`config.mk`:
```
export PLATFORM = sky130hd
export DESIGN_NAME = diffeq_controller
export DESIGN_NICKNAME = d
export VERILOG_FILES = /design/src/rtl/diffeq_pkg.sv /design/src/rtl/diffeq_step_timer.sv /design/src/rtl/diffeq_controller.sv
export SDC_FILE = /design/constraint.sdc
export NUM_CORES = 1
export LEC_CHECK = 0
export CAP_MARGIN = 25
export CORE_UTILIZATION = 45
export CTS_CLUSTER_DIAMETER = 120
export DETAILED_ROUTE_END_ITERATION = 8
export PLACE_DENSITY = 0.71
export SLEW_MARGIN = 0
export SYNTH_ARGS = -nofsm -noshare
export SYNTH_HDL_FRONTEND = slang
export SYNTH_SLANG_ARGS = --single-unit
```
`constraint.sdc`:
```
create_clock -name clk -period 3.9 [get_ports clk]
set_clock_uncertainty 0.15 [all_clocks]
set_input_delay 0.585 -clock clk [delete_from_list [all_inputs] [get_ports clk]]
set_output_delay 0.585 -clock clk [all_outputs]
set_load 0.02 [all_outputs]
```
`src/rtl/diffeq_pkg.sv`:
```
// diffeq_pkg
// Shared definitions for the differential-equation solver controller and
// datapath: the 3-bit state codes (the datapath decodes the same values),
// the order in which operand nibbles arrive, and default loop/watchdog limits.
package diffeq_pkg;

    // State codes are driven straight onto the datapath's state input, so the
    // encoding is fixed. 3'b111 is unused and treated as illegal.
    typedef enum logic [2:0] {
        S_IDLE      = 3'b000,
        S_READ      = 3'b001,
        S_COMPUTE_1 = 3'b010,
        S_COMPUTE_2 = 3'b011,
        S_COMPUTE_3 = 3'b100,
        S_COMPUTE_4 = 3'b101,
        S_DONE      = 3'b110
    } state_t;

    // Operand nibbles arrive serially in this order.
    localparam int IDX_X       = 0;
    localparam int IDX_DX      = 1;
    localparam int IDX_A       = 2;
    localparam int IDX_U       = 3;
    localparam int NUM_NIBBLES = 4;

    localparam int DEFAULT_MAX_ITER     = 16;
    localparam int DEFAULT_STEP_TIMEOUT = 8;

endpackage

```
`src/rtl/diffeq_step_timer.sv`:
```
// diffeq_step_timer
// Per-step watchdog counter for the COMPUTE states.
//   clk      : system clock, rising edge
//   reset_n  : asynchronous active-low reset
//   clear    : restart the count at 0 on the next edge (has priority)
//   enable   : count one cycle spent waiting
//   expired  : this is the STEP_TIMEOUT-th cycle spent waiting
module diffeq_step_timer
    import diffeq_pkg::*;
#(
    parameter int STEP_TIMEOUT = DEFAULT_STEP_TIMEOUT
) (
    input  logic clk,
    input  logic reset_n,
    input  logic clear,
    input  logic enable,
    output logic expired
);

    localparam int CNT_W = $clog2(STEP_TIMEOUT + 1);

    logic [CNT_W-1:0] count_reg;
    logic [CNT_W-1:0] count_next;

    // count_reg holds the number of cycles already spent in the current step,
    // so it is 0 in the first cycle of a step. Flagging STEP_TIMEOUT-1 means
    // the count would reach STEP_TIMEOUT at the coming edge; the controller
    // leaves the step on that same edge.
    assign expired = (count_reg == CNT_W'(STEP_TIMEOUT - 1));

    always_comb begin
        count_next = count_reg;
        if (clear) begin
            count_next = '0;
        end else if (enable && (count_reg != CNT_W'(STEP_TIMEOUT))) begin
            count_next = count_reg + 1'b1;
        end
    end

    always_ff @(posedge clk or negedge reset_n) begin
        if (!reset_n) begin
            count_reg <= '0;
        end else begin
            count_reg <= count_next;
        end
    end

endmodule

```
`src/rtl/diffeq_controller.sv`:
```
// diffeq_controller
// Sequencing FSM for the differential-equation solver datapath. Collects the
// four serial operand nibbles (x, dx, a, u), issues one-hot load strobes with
// the forwarded nibble, walks the datapath through COMPUTE_1..COMPUTE_4 per
// iteration, and reports completion with a done/ack handshake.
//   clk, reset_n        : clock (rising edge), asynchronous active-low reset
//   start, abort        : begin a run (IDLE only) / return to IDLE from anywhere
//   in_valid, din       : serial operand nibble stream (used in READ only)
//   step_done           : datapath finished the current COMPUTE step
//   continue_while      : datapath loop condition, sampled with step_done in COMPUTE_4
//   ack                 : host acknowledges done
//   dp_in, load_*       : registered nibble and its one-cycle load strobe
//   state, busy, done   : current state code and its decodes
//   iter_count          : completed iterations (saturates at MAX_ITER)
//   iter_limit, step_err: run ended by the iteration cap / by the watchdog
// Every output is a register or a decode of the state register.
module diffeq_controller
    import diffeq_pkg::*;
#(
    parameter int MAX_ITER     = DEFAULT_MAX_ITER,
    parameter int ITER_W       = 5,
    parameter int STEP_TIMEOUT = DEFAULT_STEP_TIMEOUT
) (
    input  logic              clk,
    input  logic              reset_n,
    input  logic              start,
    input  logic              abort,
    input  logic              in_valid,
    input  logic [3:0]        din,
    input  logic              step_done,
    input  logic              continue_while,
    input  logic              ack,
    output logic [3:0]        dp_in,
    output logic              load_x,
    output logic              load_dx,
    output logic              load_a,
    output logic              load_u,
    output logic [2:0]        state,
    output logic              busy,
    output logic              done,
    output logic [ITER_W-1:0] iter_count,
    output logic              iter_limit,
    output logic              step_err
);

    state_t              state_reg, state_next;
    // Nibble index 0..3 selects the next strobe; 4 means all operands are in.
    logic [2:0]          idx_reg, idx_next;
    logic [3:0]          dp_in_reg, dp_in_next;
    logic [3:0]          load_reg;
    logic [ITER_W-1:0]   iter_reg, iter_next;
    logic                limit_reg, limit_next;
    logic                err_reg, err_next;

    logic                accept;
    logic [3:0]          strobe_sel;
    logic [ITER_W-1:0]   iter_inc;
    logic                in_compute;
    logic                tmr_clear;
    logic                tmr_expired;

    // A nibble is taken only in READ, only until all four are in, and never in
    // the cycle abort wins; the strobe it produces appears one cycle later.
    assign accept = (state_reg == S_READ) && in_valid && !abort
                    && (idx_reg < 3'(NUM_NIBBLES));

    genvar gi;
    generate
        for (gi = 0; gi < NUM_NIBBLES; gi++) begin : g_strobe
            assign strobe_sel[gi] = accept && (idx_reg == 3'(gi));
        end
    endgenerate

    assign iter_inc = (iter_reg == ITER_W'(MAX_ITER)) ? iter_reg : iter_reg + 1'b1;

    assign in_compute = (state_reg == S_COMPUTE_1) || (state_reg == S_COMPUTE_2) ||
                        (state_reg == S_COMPUTE_3) || (state_reg == S_COMPUTE_4);

    // Any state change restarts the watchdog, so every COMPUTE step (including
    // COMPUTE_4 -> COMPUTE_1) begins counting from 0.
    assign tmr_clear = (state_next != state_reg);

    diffeq_step_timer #(
        .STEP_TIMEOUT (STEP_TIMEOUT)
    ) u_step_timer (
        .clk     (clk),
        .reset_n (reset_n),
        .clear   (tmr_clear),
        .enable  (in_compute),
        .expired (tmr_expired)
    );

    always_comb begin
        state_next = state_reg;
        idx_next   = idx_reg;
        dp_in_next = dp_in_reg;
        iter_next  = iter_reg;
        limit_next = limit_reg;
        err_next   = err_reg;

        if (abort) begin
            // Flags and iter_count are left as they are.
            state_next = S_IDLE;
            idx_next   = '0;
        end else begin
            case (state_reg)
                S_IDLE: begin
                    if (start) begin
                        state_next = S_READ;
                        idx_next   = '0;
                        iter_next  = '0;
                        limit_next = 1'b0;
                        err_next   = 1'b0;
                    end
                end
                S_READ: begin
                    // Leaving only once idx reaches 4 keeps COMPUTE_1 one cycle
                    // behind load_u instead of overlapping it.
                    if (idx_reg == 3'(NUM_NIBBLES)) begin
                        state_next = S_COMPUTE_1;
                    end else if (accept) begin
                        dp_in_next = din;
                        idx_next   = idx_reg + 1'b1;
                    end
                end
                S_COMPUTE_1, S_COMPUTE_2, S_COMPUTE_3: begin
                    if (step_done) begin
                        case (state_reg)
                            S_COMPUTE_1: state_next = S_COMPUTE_2;
                            S_COMPUTE_2: state_next = S_COMPUTE_3;
                            default:     state_next = S_COMPUTE_4;
                        endcase
                    end else if (tmr_expired) begin
                        err_next   = 1'b1;
                        state_next = S_DONE;
                    end
                end
                S_COMPUTE_4: begin
                    if (step_done) begin
                        iter_next = iter_inc;
                        if (continue_while && (iter_inc < ITER_W'(MAX_ITER))) begin
                            state_next = S_COMPUTE_1;
                        end else begin
                            // Still wanting to loop here means the cap ended the run.
                            limit_next = continue_while;
                            state_next = S_DONE;
                        end
                    end else if (tmr_expired) begin
                        err_next   = 1'b1;
                        state_next = S_DONE;
                    end
                end
                S_DONE: begin
                    if (ack) begin
                        state_next = S_IDLE;
                    end
                end
                default: begin
                    // Unused code 3'b111 falls back to IDLE.
                    state_next = S_IDLE;
                end
            endcase
        end
    end

    always_ff @(posedge clk or negedge reset_n) begin
        if (!reset_n) begin
            state_reg <= S_IDLE;
            idx_reg   <= '0;
            dp_in_reg <= '0;
            load_reg  <= '0;
            iter_reg  <= '0;
            limit_reg <= 1'b0;
            err_reg   <= 1'b0;
        end else begin
            state_reg <= state_next;
            idx_reg   <= idx_next;
            dp_in_reg <= dp_in_next;
            load_reg  <= strobe_sel;
            iter_reg  <= iter_next;
            limit_reg <= limit_next;
            err_reg   <= err_next;
        end
    end

    assign dp_in      = dp_in_reg;
    assign load_x     = load_reg[IDX_X];
    assign load_dx    = load_reg[IDX_DX];
    assign load_a     = load_reg[IDX_A];
    assign load_u     = load_reg[IDX_U];
    assign state      = state_reg;
    assign busy       = (state_reg != S_IDLE);
    assign done       = (state_reg == S_DONE);
    assign iter_count = iter_reg;
    assign iter_limit = limit_reg;
    assign step_err   = err_reg;

endmodule

```
==> results.yml <==
run_status:
  status: "complete, no violations"
min_path:
  hp-class: "register to register"
  min_to: "dp_in[3]"
  holdPathStages: 1
  hold_path_startpoint: "dp_in[3]"
sta:
  fin_ws_ps: 1104
  rsz0062_at_grt: "no"
  period_needed_ps: 2796
  timing.fmax_mhz: 357.6
  tightest_slew_ps: 642.2
  fin_crit_sh: 0.7170
  hold_viol: 0
  maxSlewHeadroom: 0.5719
  setup_viol: 0
  setup_tns_ps: 0
  final-max-slew-violation-count: 0
clock_network:
  ctsHoldBuffers: 0
  clock-sinks: 25
  post_cts_buffers: 0
  h-tree-depth: 1
  tritoncts: "yes"
  cts.repair.resized: 0
  ctsRootBufferMaster: "clkbuf_4"
  clkTransAtPathRegs_ps: 140
  clockBufferDepth: 2
  worstSkewPairLatency_ps: 310
  cts_made_buffers: 3
final_layout:
  antenna_cells: 0
  nets: 212
  instances_no_fill: 236
  fin_area_mm2: 0.001933
  areaGrowthSynthToFinish_pct: 22.52
  layout_commonest_cell: "clkdlybuf4s50_1"
  post-route-util: 0.5793
  largest_reg_flops: 5
  fillers: 311
  regArea_um2: 625.6
  multi_input_area_um2: 840.8
  final_cell_mix: "clkdlybuf4s50_1 (31), dfrtp_1 (25), nand2_1 (13)"
  drive_gt1_frac: 0.08421
logic_synthesis:
  synth_top_family_by_area: "simple AND/OR/NAND/NOR gates"
  synth.avg_cell_area_um2: 9.739
  async_flop_share: 1.000
  synth_compound_area_frac: 0.1943
  ys_dominant_reg_cell: "dfrtp_1"
  synth_edf_count: 0
  syn_inst: 162
  synthMuxAreaShare: 0.04837
  synth_cell_types: 52
  yosys.area_share.simple: 0.1967
  synth_area_mm2: 0.001578
  synthesis.nets: 183
  synth-xor-area-share: 0.02220
  ys_warn_count: 0
  seq_area_frac_synth: 0.3965
  synthAdderAreaFrac: 0.07137
  synth_seq_cells: 25
critical_path:
  startpoint: "state[1]"
  worst-r2r-cell-count: 5
  crit_path_max_fanout: 18
  required_ps: 3160
  crit_type: "register to output pin"
  timing.rr.start: "state[0]"
  timing.rr.end: "idx_reg[0]"
  start_kind: "register"
  rrSetupSlack_ps: 1600
  cp.arrival_ps: 2060
  endpoint_kind: "output pin"
placement:
  dp_slack_ps: 1059
  place.gp.congestion: 0.8668
  dp_cells: 232
  hpwl_um: 2560
  io_buffers: 31
  dpl_cell_area_mm2: 0.001907
floorplanning:
  row_count: 21
  start_util: 0.4728
  coreArea_mm2: 0.003337
  die_area_mm2: 0.003747
  io_pins: 32
  die_h_um: 61.21
  fp.dieW_um: 61.21
grt:
  grt_usage: 0.2077
  grt_pass1_wl_um: 5727
  grt_overflow: 0
  antenna_found_initial: 0
  grt_max_degree: 21
  grt_pass1_vias: 1245
route:
  drtIter0Drc: 56
  via_count: 1291
  m1WireLength_um: 1644
  drtAntennaViolNets: 0
  top_layer: "met4"
  routed_wl_um: 3479
  drc: 0
  wl_per_cell_um: 14.74
  route.met2.wl_um: 1651
  first_pass_iters: 4
  viasPerCell: 5.470
  met3WireLength_um: 134
power:
  leakagePower_nw: 0.8470
  power_density_mw_per_mm2: 255.5
  irDropWorstVdd_v: 0.0001632
run:
  cap_violations: 0
==> final cells by class <==
cell class,count,share of cell area
multi-input combinational,117,0.4350
clock buffer,4,0.01359
timing repair buffer,32,0.1748
inverter,12,0.02330
sequential,25,0.3236
tap,46,0.02977
==> synthesized netlist by cell type (2+ instances only) <==
cell	n	area, um^2
nand4_1	2	12.51
dfrtp_1	25	625.6
nor2_1	7	26.28
a31oi_1	2	12.51
a22o_1	4	35.03
inv_1	12	45.04
ha_1	9	112.6
o211ai_1	3	22.52
nand2b_1	3	18.77
buf_2	2	10.01
nor4_1	6	37.54
buf_6	4	45.04
a21oi_1	4	20.02
o21ai_0	10	50.05
xor2_1	3	26.28
nand2_1	13	48.80
and2_1	5	31.28
mux2_2	5	56.30
o21ai_1	4	20.02
nor2b_1	3	18.77
nand3_1	3	15.01
mux2i_1	2	20.02
nand3b_1	2	15.01
==> worst max-delay path by stage <==
stage	to	slack, ps
finish	done	1100
global route	done	960
floorplan	iter_count[3]	2060
global placement	idx_reg[0]	1140
CTS	done	1100
detailed placement	idx_reg[0]	1060
==> kinds of logic (layout without fill, tap and decap cells) <==
family	after synthesis	after routing
adder cells (fa/ha/maj)	9	9
multiplexers	7	7
buffers and inverters	20	48
flip-flops	25	25
AND/OR/NAND/NOR	55	55
AO/OA/AOI/OAI	42	42
XOR/XNOR	4	4
==> per-layer routing <==
| layer | GRT usage | vias up |
|---|---|---|
| met3 | 0.03151 | 6 |
| met1 | 0.2853 | 622 |
| li1 | - | 632 |
| met4 | 0.1006 | 0 |
| met5 | 0 | - |
| met2 | 0.3214 | 31 |
==> report_power, final <==
group | total (mW) | switching (mW) | internal [mW]
Combinational | 0.0973 | 0.0488 | 0.0486
Sequential | 0.280 | 0.00931 | 0.270
Clock | 0.117 | 0.0769 | 0.0399
Total | 0.494 | 0.135 | 0.359
==> worst max-delay path, stage by stage, from the launching register on <==
cell             delay, ps
dfrtp_1                780
nand2_1                220
nor2_1                 140
clkdlybuf4s50_1        610
==> per-stage QoR <==
step	hold slack [ps]	power (mW)
finish	377.7	0.4940
detailed placement	353.8	0.3817
global route	379.3	0.5206
global placement	343.6	0.3757
CTS	384.3	0.4978
floorplan	139.4	0.3307
Power figures use the tool's default switching activity.
